`src/rtl/pcie_fifo_rd_sched.sv`:
```
// Read-side burst scheduler between the video-to-PCIe async FIFO and the DMA TLP builder.
// Cuts the FIFO stream into req/ack-negotiated bursts and streams them with valid/ready/last.
`timescale 1ns/1ps
module pcie_fifo_rd_sched #(
  parameter int RD_DEPTH_WIDTH = 12,
  parameter int DATA_WIDTH     = 128,
  parameter int BURST_LEN      = 16,
  parameter int GAP_CYC        = 2
) (
  input  logic                    clk,
  input  logic                    rst_n,
  input  logic                    enable,
  input  logic                    flush,
  input  logic [RD_DEPTH_WIDTH:0] fifo_rd_water_level,
  input  logic                    fifo_rd_empty,
  output logic                    fifo_rd_en,
  input  logic [DATA_WIDTH-1:0]   fifo_rd_data,
  output logic                    dma_req,
  output logic [7:0]              dma_len,
  input  logic                    dma_ack,
  output logic                    dma_valid,
  output logic [DATA_WIDTH-1:0]   dma_data,
  output logic                    dma_last,
  input  logic                    dma_ready,
  output logic                    busy,
  output logic [31:0]             burst_cnt
);

  typedef enum logic [1:0] {S_IDLE, S_REQ, S_XFER, S_GAP} state_e;

  localparam logic [7:0]              BurstLen8   = 8'(BURST_LEN);
  localparam logic [RD_DEPTH_WIDTH:0] BurstLenLvl = (RD_DEPTH_WIDTH+1)'(BURST_LEN);
  localparam logic [3:0]              GapLast     = 4'(GAP_CYC - 1);

  state_e                  state_q, state_d;
  logic [7:0]              len_q, len_d;
  logic [7:0]              rd_left_q, rd_left_d;
  logic [7:0]              beats_sent_q, beats_sent_d;
  logic [3:0]              gap_q, gap_d;
  logic [31:0]             burst_cnt_q, burst_cnt_d;
  logic                    flush_pend_q, flush_pend_d;
  logic [1:0]              occ_q, occ_d;
  logic                    infl_q;
  logic [DATA_WIDTH-1:0]   buf0_q, buf0_d, buf1_q, buf1_d;

  logic       pop, push, last_pop;
  logic [2:0] pending;

  assign dma_valid = (occ_q != 2'd0);
  assign dma_data  = buf0_q;
  assign dma_req   = (state_q == S_REQ);
  assign dma_len   = len_q;
  assign busy      = (state_q != S_IDLE);
  assign burst_cnt = burst_cnt_q;
  assign dma_last  = dma_valid && (beats_sent_q == len_q - 8'd1);

  assign pop      = dma_valid && dma_ready;
  assign push     = infl_q;
  assign last_pop = pop && (beats_sent_q == len_q - 8'd1);
  // Slots already committed after this cycle's pop; a new read must still fit in two entries.
  assign pending  = {1'b0, occ_q} + {2'b00, infl_q} - {2'b00, pop};

  assign fifo_rd_en = (state_q == S_XFER) && (rd_left_q != 8'd0) && !fifo_rd_empty
                      && (pending < 3'd2);

  always_comb begin
    // NOTE: every always_comb output gets a default first so no path leaves it unassigned (no latch).
    state_d      = state_q;
    len_d        = len_q;
    rd_left_d    = rd_left_q;
    beats_sent_d = beats_sent_q;
    gap_d        = gap_q;
    burst_cnt_d  = burst_cnt_q;
    flush_pend_d = flush_pend_q;

    if (flush) begin
      flush_pend_d = 1'b1;
    end else if (state_q == S_IDLE && fifo_rd_empty && fifo_rd_water_level == '0) begin
      flush_pend_d = 1'b0;
    end

    unique case (state_q)
      S_IDLE: begin
        if (enable && fifo_rd_water_level >= BurstLenLvl) begin
          len_d   = BurstLen8;
          state_d = S_REQ;
        end else if (enable && flush_pend_q && fifo_rd_water_level != '0) begin
          len_d   = (fifo_rd_water_level < BurstLenLvl) ? fifo_rd_water_level[7:0] : BurstLen8;
          state_d = S_REQ;
        end
      end
      S_REQ: begin
        if (dma_ack) begin
          rd_left_d    = len_q;
          beats_sent_d = 8'd0;
          state_d      = S_XFER;
        end
      end
      S_XFER: begin
        rd_left_d = rd_left_q - {7'd0, fifo_rd_en};
        if (pop) beats_sent_d = beats_sent_q + 8'd1;
        if (last_pop) begin
          burst_cnt_d = burst_cnt_q + 32'd1;
          gap_d       = GapLast;
          state_d     = S_GAP;
        end
      end
      S_GAP: begin
        if (gap_q == 4'd0) state_d = S_IDLE;
        else               gap_d   = gap_q - 4'd1;
      end
      default: state_d = S_IDLE;
    endcase
  end

  // Two-entry skid buffer; buf0 is always the head beat presented on dma_data.
  always_comb begin
    occ_d  = occ_q + {1'b0, push} - {1'b0, pop};
    buf0_d = buf0_q;
    buf1_d = buf1_q;
    unique case ({push, pop})
      2'b10: begin
        if (occ_q == 2'd0) buf0_d = fifo_rd_data;
        else               buf1_d = fifo_rd_data;
      end
      2'b01: buf0_d = buf1_q;
      2'b11: begin
        if (occ_q == 2'd1) begin
          buf0_d = fifo_rd_data;
        end else begin
          buf0_d = buf1_q;
          buf1_d = fifo_rd_data;
        end
      end
      default: ;
    endcase
  end

  // NOTE: the data buffer is reset as well, because dma_data is a port that must read 0 in reset.
  always_ff @(posedge clk or negedge rst_n) begin
    if (!rst_n) begin
      // NOTE: sequential state uses non-blocking assignments so all registers update together.
      state_q      <= S_IDLE;
      len_q        <= 8'd0;
      rd_left_q    <= 8'd0;
      beats_sent_q <= 8'd0;
      gap_q        <= 4'd0;
      burst_cnt_q  <= 32'd0;
      flush_pend_q <= 1'b0;
      occ_q        <= 2'd0;
      infl_q       <= 1'b0;
      buf0_q       <= '0;
      buf1_q       <= '0;
    end else begin
      state_q      <= state_d;
      len_q        <= len_d;
      rd_left_q    <= rd_left_d;
      beats_sent_q <= beats_sent_d;
      gap_q        <= gap_d;
      burst_cnt_q  <= burst_cnt_d;
      flush_pend_q <= flush_pend_d;
      occ_q        <= occ_d;
      infl_q       <= fifo_rd_en;
      buf0_q       <= buf0_d;
      buf1_q       <= buf1_d;
    end
  end

endmodule

```
`config.mk`:
```
export PLATFORM = sky130hd
export DESIGN_NAME = pcie_fifo_rd_sched
export DESIGN_NICKNAME = d
export VERILOG_FILES = /design/src/rtl/pcie_fifo_rd_sched.sv
export SDC_FILE = /design/constraint.sdc
export NUM_CORES = 1
export LEC_CHECK = 0
export CAP_MARGIN = 30
export CORE_ASPECT_RATIO = 0.5
export CORE_MARGIN = 5
export CORE_UTILIZATION = 45
export DETAILED_ROUTE_END_ITERATION = 16
export PLACE_DENSITY = 0.73
export SYNTH_ARGS = -nofsm -noshare
export SYNTH_HDL_FRONTEND = slang
export SYNTH_SLANG_ARGS = --single-unit
```
`constraint.sdc`:
```
create_clock -name clk -period 9.26 [get_ports clk]
set_input_delay 2.315 -clock clk [delete_from_list [all_inputs] [get_ports clk]]
set_output_delay 2.315 -clock clk [all_outputs]
set_load 0.01 [all_outputs]
```
[Word-level counts from Yosys, hierarchy flattened]
Index checks and enable logic that the tools add are counted.
Operators by class
  add/sub/neg operators: 9
  equal/unequal tests: 17
  bitwise logic cells: 0
  div/mod/pow operators: 0
  multiplexer cells: 25
  shift operators: 0
  magnitude comparators: 3
  reductions and logical operators: 34
  multipliers: 0
Operators by type and width (count)
  $mux 128: 4
  $pmux 128 s3: 1
  $pmux 128 s2: 1
  $mux 8: 6
  $add 32x1->32 const B: 1
  $pmux 8 s2: 2
  $ne 2x2->1 const B: 7
  $reduce_bool 2->1: 7
  $ge 13x5->1 const B: 1
  $logic_not 13->1: 1
  $lt 13x5->1 const B: 1
  $reduce_bool 13->1: 1
  $logic_and 1x1->1: 11
  $mux 2: 5
  $reduce_and 3->1: 3
  $add 8x1->8 const B: 1
  $eq 2x2->1 const B: 4
  $eq 8x8->1: 1
  $mux 4: 2
  $pmux 2 s4: 1
  $pmux 4 s2: 1
  $reduce_and 2->1: 4
  $reduce_bool 8->1: 1
  $sub 8x1->8: 1
  16 further kinds: 20
Storage, ports and cells
  bits in latches: 0
  flip-flop bits (word level): 322
  output and inout port bits: 173
  ROM bits: 0
  memories kept: 0
  word-level logic and storage cells: 99
  RAM bits: 0

[Depth between registers and ports, before layout]
Gate-level depths: netlist of run 1.
  word-level depth: 7
  gate-level depth with buffers: 17
  mapped depth without buffers: 16

[Worst setup path after synthesis of run 1]
Ideal clock, no wire load.
  kind: input to output
  from: input dma_ready
  to: output fifo_rd_en
  stages on the path: 9
  data required time: 6.945 ns
  arrival time: 4.519 ns
  path slack: 2.426 ns
  cells stage by stage: clkbuf_1 -> inv_1 -> nor2_1 -> ha_1 -> inv_1 -> ha_1 -> fa_1 -> or4_1 -> a21oi_1
Between the ends
  longest elaborated chain between the ends: 4
RTL lines
  start: declaration: RTL line 24  | input logic dma_ready,
  $logic_and 1x1->1: RTL line 57  | assign pop = dma_valid && dma_ready;
  $sub 3x1->3: RTL line 61  | assign pending = {1'b0, occ_q} + {2'b00, infl_q} - {2'b00, pop};
  $lt 3x2->1: RTL line 64  | && (pending < 3'd2);
  $logic_and 1x1->1: RTL line 64
  end: declaration: RTL line 16  | output logic fifo_rd_en,
No other way between the ends.

[Worst setup path after layout of run 1]
Ends and elaborated chain as after synthesis.

==> flow_metrics.env, run 1 <==
export IMPL_outcome="finished clean"
export IMPL_final_cells=1978
export IMPL_critPathKind="in -> out"
export IMPL_max_cap_violations=0
export IMPL_fillCellCount=2411
export IMPL_hold_path_class="reg -> reg"
export IMPL_drive_gt1_share_pct=12.9
export IMPL_rows=45
export IMPL_numPortBuffers=320
export IMPL_avgSynthCellArea_um2=11.2
export IMPL_tns_ns=0
export IMPL_ioPinCount=321
export IMPL_synth_edf_count=0
export IMPL_dr_pass1_iters=5
export IMPL_finalWorstSetupSlack_ns=1.10
export IMPL_fmax_ghz=0.122
export IMPL_cts_hold_buf=0
export IMPL_grtUsageTotal_pct=21.1
export IMPL_finalHoldViolCount=0
export IMPL_coreArea_mm2=0.0306
export IMPL_synthTopCellsByArea="dfrtp_1, mux2_2, a22oi_1"
export IMPL_die_h_um=135
export IMPL_rsz0062_at_grt="no"
export IMPL_grt_pass1_wl_mm=60.6
export IMPL_worstPathArrival_ns=5.85
export IMPL_synth_cell_types=53
export IMPL_drt_iter0_markers=728
export IMPL_cts_buffers=30
export IMPL_relSlewSlack_pct=28.9
export IMPL_root_buffer="clkbuf_16"
export IMPL_cp_required_ns=6.95
export IMPL_final_core_util_pct=61.1
export IMPL_cts_setup_buffers=0
export IMPL_cts_sinks=322
export IMPL_placed_cells=1918
export IMPL_endpoint_kind="output pin"
export IMPL_die_x_um=260
export IMPL_area_growth_syn_to_layout_pct=32.8
export IMPL_gp_congestion=0.850
export IMPL_path_clk_slew_ns=0.06
export IMPL_synth_yosys_seq_area_share_pct=57.3
export IMPL_place_hpwl_mm=25.6
export IMPL_wl_per_cell_um=19.3
export IMPL_antenna_left=0
export IMPL_tightest_slew_ns=1.07
export IMPL_grt_max_degree=257
export IMPL_grt_antenna_before_repair=4
export IMPL_vias=10672
export IMPL_p_leak_nw=7.94
export IMPL_clock_skew_ns=0.0114
export IMPL_synth_main_ff_cell="dfrtp_1"
export IMPL_cts_tree="yes"
export IMPL_drv_slew=0
export IMPL_worstPathMaxFanout=8
export IMPL_final_period_utilization_pct=88.2
export IMPL_syn_inst=1257
export IMPL_drc=0
export IMPL_cp_top_family="buffers and inverters"
export IMPL_cts_max_path_buffers=3
export IMPL_layout_commonest_cell="dfrtp_1"
export IMPL_irDropWorstVdd_mv=0.260
export IMPL_grt_ovfl_total=0
export IMPL_h_tree_depth=1
export IMPL_async_reset_ff_share_pct=100
export IMPL_ys_seq_elements=322
export IMPL_synth_warning_count=0
export IMPL_mappedNetlistArea_mm2=0.0141
export IMPL_min_period_ns=8.16
export IMPL_avgViaCountPerCell=5.40
export IMPL_start_util_pct=46.0
export IMPL_cp_slowest_stage_delay_ns=0.65
export IMPL_crit_path_start_kind="input pin"
export IMPL_totalWireLength_mm=38.3
export IMPL_synth_fp_nets=1422
export IMPL_finalSetupViolations=0
export IMPL_netlist_area_leader_share_pct=57.3
export IMPL_clk_insertion_delay_late_ns=0.56
export IMPL_nNetsFinal=1692
export IMPL_path_cells="clkdlybuf4s50_1 -> inv_1 -> nor2_1 -> ha_1 -> inv_1 -> ha_1 -> fa_1 -> or4_1 -> a21oi_1 -> clkdlybuf4s50_1"
export IMPL_yosys_area_top_type="dfrtp_1"
export IMPL_final_cell_mix="dfrtp_1, clkdlybuf4s50_1, nand2_1"
export IMPL_crit_buf_inv=4
export IMPL_pre_cts_ws_ns=1.07
export IMPL_die_area_mm2=0.0351
export IMPL_grt_pass1_vias=11056
export IMPL_cts_resized=0
export IMPL_slowest_stage="clkdlybuf4s50_1"
export IMPL_p_per_area_mw_per_mm2=310
[kinds of logic after synthesis]
family	after synthesis	synth area share, %
mux	134	10.7
simple gates	293	9.70
fa+ha+maj	17	1.57
xor+xnor	44	2.74
flops	322	57.3
buf+inv	119	3.44
compound gates	328	14.6
[state kept, by name, indices dropped and copies added (netlist names)]
register / cells
beats_sent_q: 8
buf1_q: 128
burst_cnt: 32
dma_data: 128
dma_len: 8
flush_pend_q: 1
gap_q: 4
infl_q: 1
occ_q: 2
rd_left_q: 8
state_q: 2
[through the flow]
stage	hold slack, ns	power [W]	instance area [um2]
finish	0.474	0.00580	18700
global route	0.485	0.00617	18700
CTS	0.480	0.00586	18700
detailed placement	0.465	0.00450	17600
global placement	0.458	0.00437	17600
floorplan	0.449	0.00349	14100
[worst register-to-register path, cell delays in order (launching register included)]
cell and delay, ns:
dfrtp_1 0.47, nor2_1 0.41, nor2_1 0.20, ha_1 0.33, inv_1 0.05, ha_1 0.18
fa_1 0.45, or4_1 0.47, a21oi_1 0.28, ha_1 0.21, nor3b_1 0.60, nand3_1 0.16
o21ai_0 0.11, a21oi_1 0.08
[cell type report]
cell class	instances	area (um2)	share of cell area (%)
Multi-Input combinational cell	816	5570	29.8
Inverter	30	113	0.603
Tap cell	423	529	2.83
Sequential cell	322	8060	43.1
Clock buffer	43	870	4.65
Antenna cell	4	10.0	0.0536
Clock inverter	13	213	1.14
Timing Repair Buffer	327	3320	17.8
[synthesized netlist by cell type (2+ instances only)]
| cell type | count |
|---|---|
| o21ai_0 | 153 |
| nor4_2 | 2 |
| and3_1 | 8 |
| nand4_1 | 15 |
| buf_2 | 2 |
| nor3_1 | 5 |
| nand3_1 | 29 |
| nor4_1 | 19 |
| or4_1 | 4 |
| inv_1 | 30 |
| a21oi_1 | 16 |
| mux2i_1 | 2 |
| buf_6 | 4 |
| a22oi_1 | 132 |
| xnor2_1 | 16 |
| o31ai_1 | 2 |
| nor2_1 | 28 |
| o211ai_1 | 5 |
| ha_1 | 16 |
| nor3b_1 | 3 |
| xor2_1 | 28 |
| nand2_1 | 163 |
| and4_1 | 3 |
| nor2b_1 | 4 |
| o22ai_1 | 5 |
| mux2_2 | 132 |
| o32ai_1 | 2 |
| clkbuf_1 | 76 |
| a31oi_1 | 3 |
| dfrtp_1 | 322 |
| buf_1 | 5 |
| or3_1 | 2 |
[metal layers]
metal  global-route usage, %  up-vias  wire, um
met5                       0        -         0
met4                    9.00        0      1680
met3                    2.75       89       997
met2                    37.9      206     20200
met1                    26.0     5327     15400
li1                        -     5050         -
[final timing paths]
kind | startpoint | to | cells past startpoint | slack, ns
max in group asynchronous | rst_n | beats_sent_q[5] | 2 | 5.74
worst min-delay path | burst_cnt[31] | burst_cnt[31] | 1 | 0.47
worst max register to register | occ_q[1] | rd_left_q[3] | 13 | 5.10
min in group asynchronous | rst_n | dma_data[103] | 1 | 1.89
worst min register to register | burst_cnt[31] | burst_cnt[31] | 1 | 0.47
worst max-delay path | dma_ready | fifo_rd_en | 10 | 1.10
[report_power, final]
part	internal, W	switching (W)	leakage (nW)
combinational	0.00108	0.00108	3.36
clock	0.000796	0.000548	0.527
sequential	0.00197	0.000325	4.06
No activity file was read; power rests on OpenSTA's default activity.
==> run 2, diff against run 1 <==
--- a/config.mk
+++ b/config.mk
@@ -9,6 +9,7 @@
 export CORE_ASPECT_RATIO = 0.5
 export CORE_MARGIN = 5
 export CORE_UTILIZATION = 45
+export CTS_CLUSTER_SIZE = 28
 export DETAILED_ROUTE_END_ITERATION = 16
 export PLACE_DENSITY = 0.73
 export SYNTH_ARGS = -nofsm -noshare
==> results of run 2 <==
Final layout, timing and power as in run 1 (identical DEF).
==> run 3, diff against run 2 <==
--- a/config.mk
+++ b/config.mk
@@ -12,6 +12,7 @@
 export CTS_CLUSTER_SIZE = 28
 export DETAILED_ROUTE_END_ITERATION = 16
 export PLACE_DENSITY = 0.73
+export REMOVE_ABC_BUFFERS = 1
 export SYNTH_ARGS = -nofsm -noshare
 export SYNTH_HDL_FRONTEND = slang
 export SYNTH_SLANG_ARGS = --single-unit
==> run 3 against run 2 <==
Effect of this change:
- die area unchanged
- cell count down 0.20%
- fmax fell by 0.52%
- global-route usage decreased by 0.25 points
- power down 0.60%
- critical path depth did not move
- critical path type unchanged
==> flow_metrics.env, run 3 (synthesis results as in run 1) <==
export IMPL_outcome="finished clean"
export IMPL_grt_pass1_wl_mm=60.1
export IMPL_grt_max_degree=257
export IMPL_critPathKind="in -> out"
export IMPL_h_tree_depth=1
export IMPL_final_core_util_pct=61.0
export IMPL_fillCellCount=2469
export IMPL_clkPwrFrac_pct=23.3
export IMPL_grtUsageMet1_pct=25.9
export IMPL_relSlewSlack_pct=34.1
export IMPL_final_cells=1974
export IMPL_seqPwrFrac_pct=39.8
export IMPL_worst_r2r_setup_slack_ns=5.01
export IMPL_switchingPower_w=0.00193
export IMPL_wl_per_cell_um=19.0
export IMPL_reg2reg_depth=12
export IMPL_busiest_layer="met2"
export IMPL_ioPinCount=321
export IMPL_slowest_stage="clkdlybuf4s50_1"
export IMPL_final_cell_mix="dfrtp_1, clkdlybuf4s50_1, nand2_1"
export IMPL_coreArea_mm2=0.0306
export IMPL_cts_tree="yes"
export IMPL_path_cells="clkdlybuf4s50_1 -> inv_1 -> nor2_1 -> ha_1 -> inv_1 -> ha_1 -> fa_1 -> or4_1 -> a21oi_1 -> clkdlybuf4s50_1"
export IMPL_antenna_left=0
export IMPL_cp_top_family="buffers and inverters"
export IMPL_min_period_ns=8.21
export IMPL_holdPathEnd="burst_cnt[31]"
export IMPL_gp_congestion=0.825
export IMPL_die_area_mm2=0.0351
export IMPL_irDropWorstVdd_mv=0.259
export IMPL_cts_sinks=322
export IMPL_clk_insertion_delay_late_ns=0.56
export IMPL_fmax_ghz=0.122
export IMPL_cts_hold_buf=0
export IMPL_placed_cells=1919
export IMPL_grt_pass1_vias=10963
export IMPL_seq_area_mm2=0.00806
export IMPL_place_hpwl_mm=25.3
export IMPL_cts_buffers=30
export IMPL_tightest_slew_ns=0.988
export IMPL_share_comb_of_total_power_pct=36.9
export IMPL_cts_setup_buffers=0
export IMPL_nNetsFinal=1693
export IMPL_finalSetupViolations=0
export IMPL_drt_iter0_markers=891
export IMPL_rsz0062_at_grt="no"
export IMPL_r2r_end="rd_left_q[5]"
export IMPL_path_clk_slew_ns=0.07
export IMPL_totalWireLength_mm=37.6
export IMPL_cp_slowest_stage_delay_ns=0.63
export IMPL_cts_resized=0
export IMPL_hp_start="burst_cnt[31]"
export IMPL_avgViaCountPerCell=5.47
export IMPL_grt_antenna_before_repair=0
export IMPL_holdWs_ns=0.476
export IMPL_clock_skew_ns=0.0207
export IMPL_drive_gt1_share_pct=13.0
export IMPL_crit_buf_inv=4
export IMPL_p_per_area_mw_per_mm2=309
export IMPL_endpoint_kind="output pin"
export IMPL_drc=0
export IMPL_root_buffer="clkbuf_16"
export IMPL_hold_path_class="reg -> reg"
export IMPL_drv_slew=0
export IMPL_grtUsageTotal_pct=20.9
export IMPL_vias=10796
export IMPL_p_leak_nw=7.95
export IMPL_cp_required_ns=6.95
export IMPL_dr_pass1_iters=5
export IMPL_intPower_w=0.00383
export IMPL_layout_commonest_cell="dfrtp_1"
export IMPL_final_period_utilization_pct=88.6
export IMPL_rows=45
export IMPL_tns_ns=0
export IMPL_grt_use_met2_pct=37.8
export IMPL_worstPathMaxFanout=8
export IMPL_numPortBuffers=320
export IMPL_grt_ovfl_total=0
export IMPL_area_growth_syn_to_layout_pct=32.6
export IMPL_r2r_start="occ_q[1]"
export IMPL_p_sw_share_pct=33.5
export IMPL_cts_max_path_buffers=3
export IMPL_min_path_cells=1
export IMPL_multi_input_area_mm2=0.00557
export IMPL_finalHoldViolCount=0
export IMPL_die_h_um=135
export IMPL_max_cap_violations=0
export IMPL_die_x_um=260
export IMPL_antenna_cells=0
export IMPL_start_util_pct=46.0
export IMPL_crit_path_start_kind="input pin"
export IMPL_grtUsageMet3_pct=3.01
export IMPL_worstPathArrival_ns=5.89
run 3: cell count changes in the layout (fill, tap and decap cells not counted), moves of 2 or more:
cell | previous run | this run
clkinvlp_4 | 2 | 0
clkbuf_8 | 7 | 9
diode_2 | 4 | 0
buf_4 | 3 | 6
run 3: per-layer routing:
metal,up-vias,part of all wire [%]
met4,0,3.5
met1,5439,40
met2,236,53
li1,5045,-
met5,-,0
met3,76,3.5
run 3: worst max-delay path by stage:
stage               from         end  slack (ns)  cells past startpoint
2_1_floorplan  dma_ready   buf1_q[0]       -4.62                      6
5_1_grt        dma_ready  fifo_rd_en        0.86                     10
3_3_place_gp   dma_ready  fifo_rd_en        1.17                     10
4_1_cts        dma_ready  fifo_rd_en        1.04                     10
6_report       dma_ready  fifo_rd_en        1.05                     10
3_5_place_dp   dma_ready  fifo_rd_en        1.03                     10
run 3: final cells by class:
cell class / count / area share, %
Tap cell: 423 / 2.84
Multi-Input combinational cell: 816 / 29.9
Inverter: 30 / 0.604
Clock buffer: 45 / 4.92
Sequential cell: 322 / 43.2
Clock inverter: 10 / 0.886
Timing Repair Buffer: 328 / 17.7
run 3: power by group through the flow:
stage          logic, W  clock network [W]  registers (W)
3_3_place_gp    0.00208                  0        0.00229
6_report        0.00213            0.00134        0.00230
5_1_grt         0.00234            0.00144        0.00236
3_5_place_dp    0.00215                  0        0.00232
4_1_cts         0.00215            0.00137        0.00230
2_1_floorplan   0.00123                  0        0.00236
run 3: stage by stage:
stage          setup WS [ns]  instance area, um2  total power [W]
5_1_grt                0.860               18700          0.00614
4_1_cts                 1.04               18700          0.00582
2_1_floorplan          -4.62               13700          0.00359
3_5_place_dp            1.03               17600          0.00447
6_report                1.05               18700          0.00576
3_3_place_gp            1.17               17600          0.00437
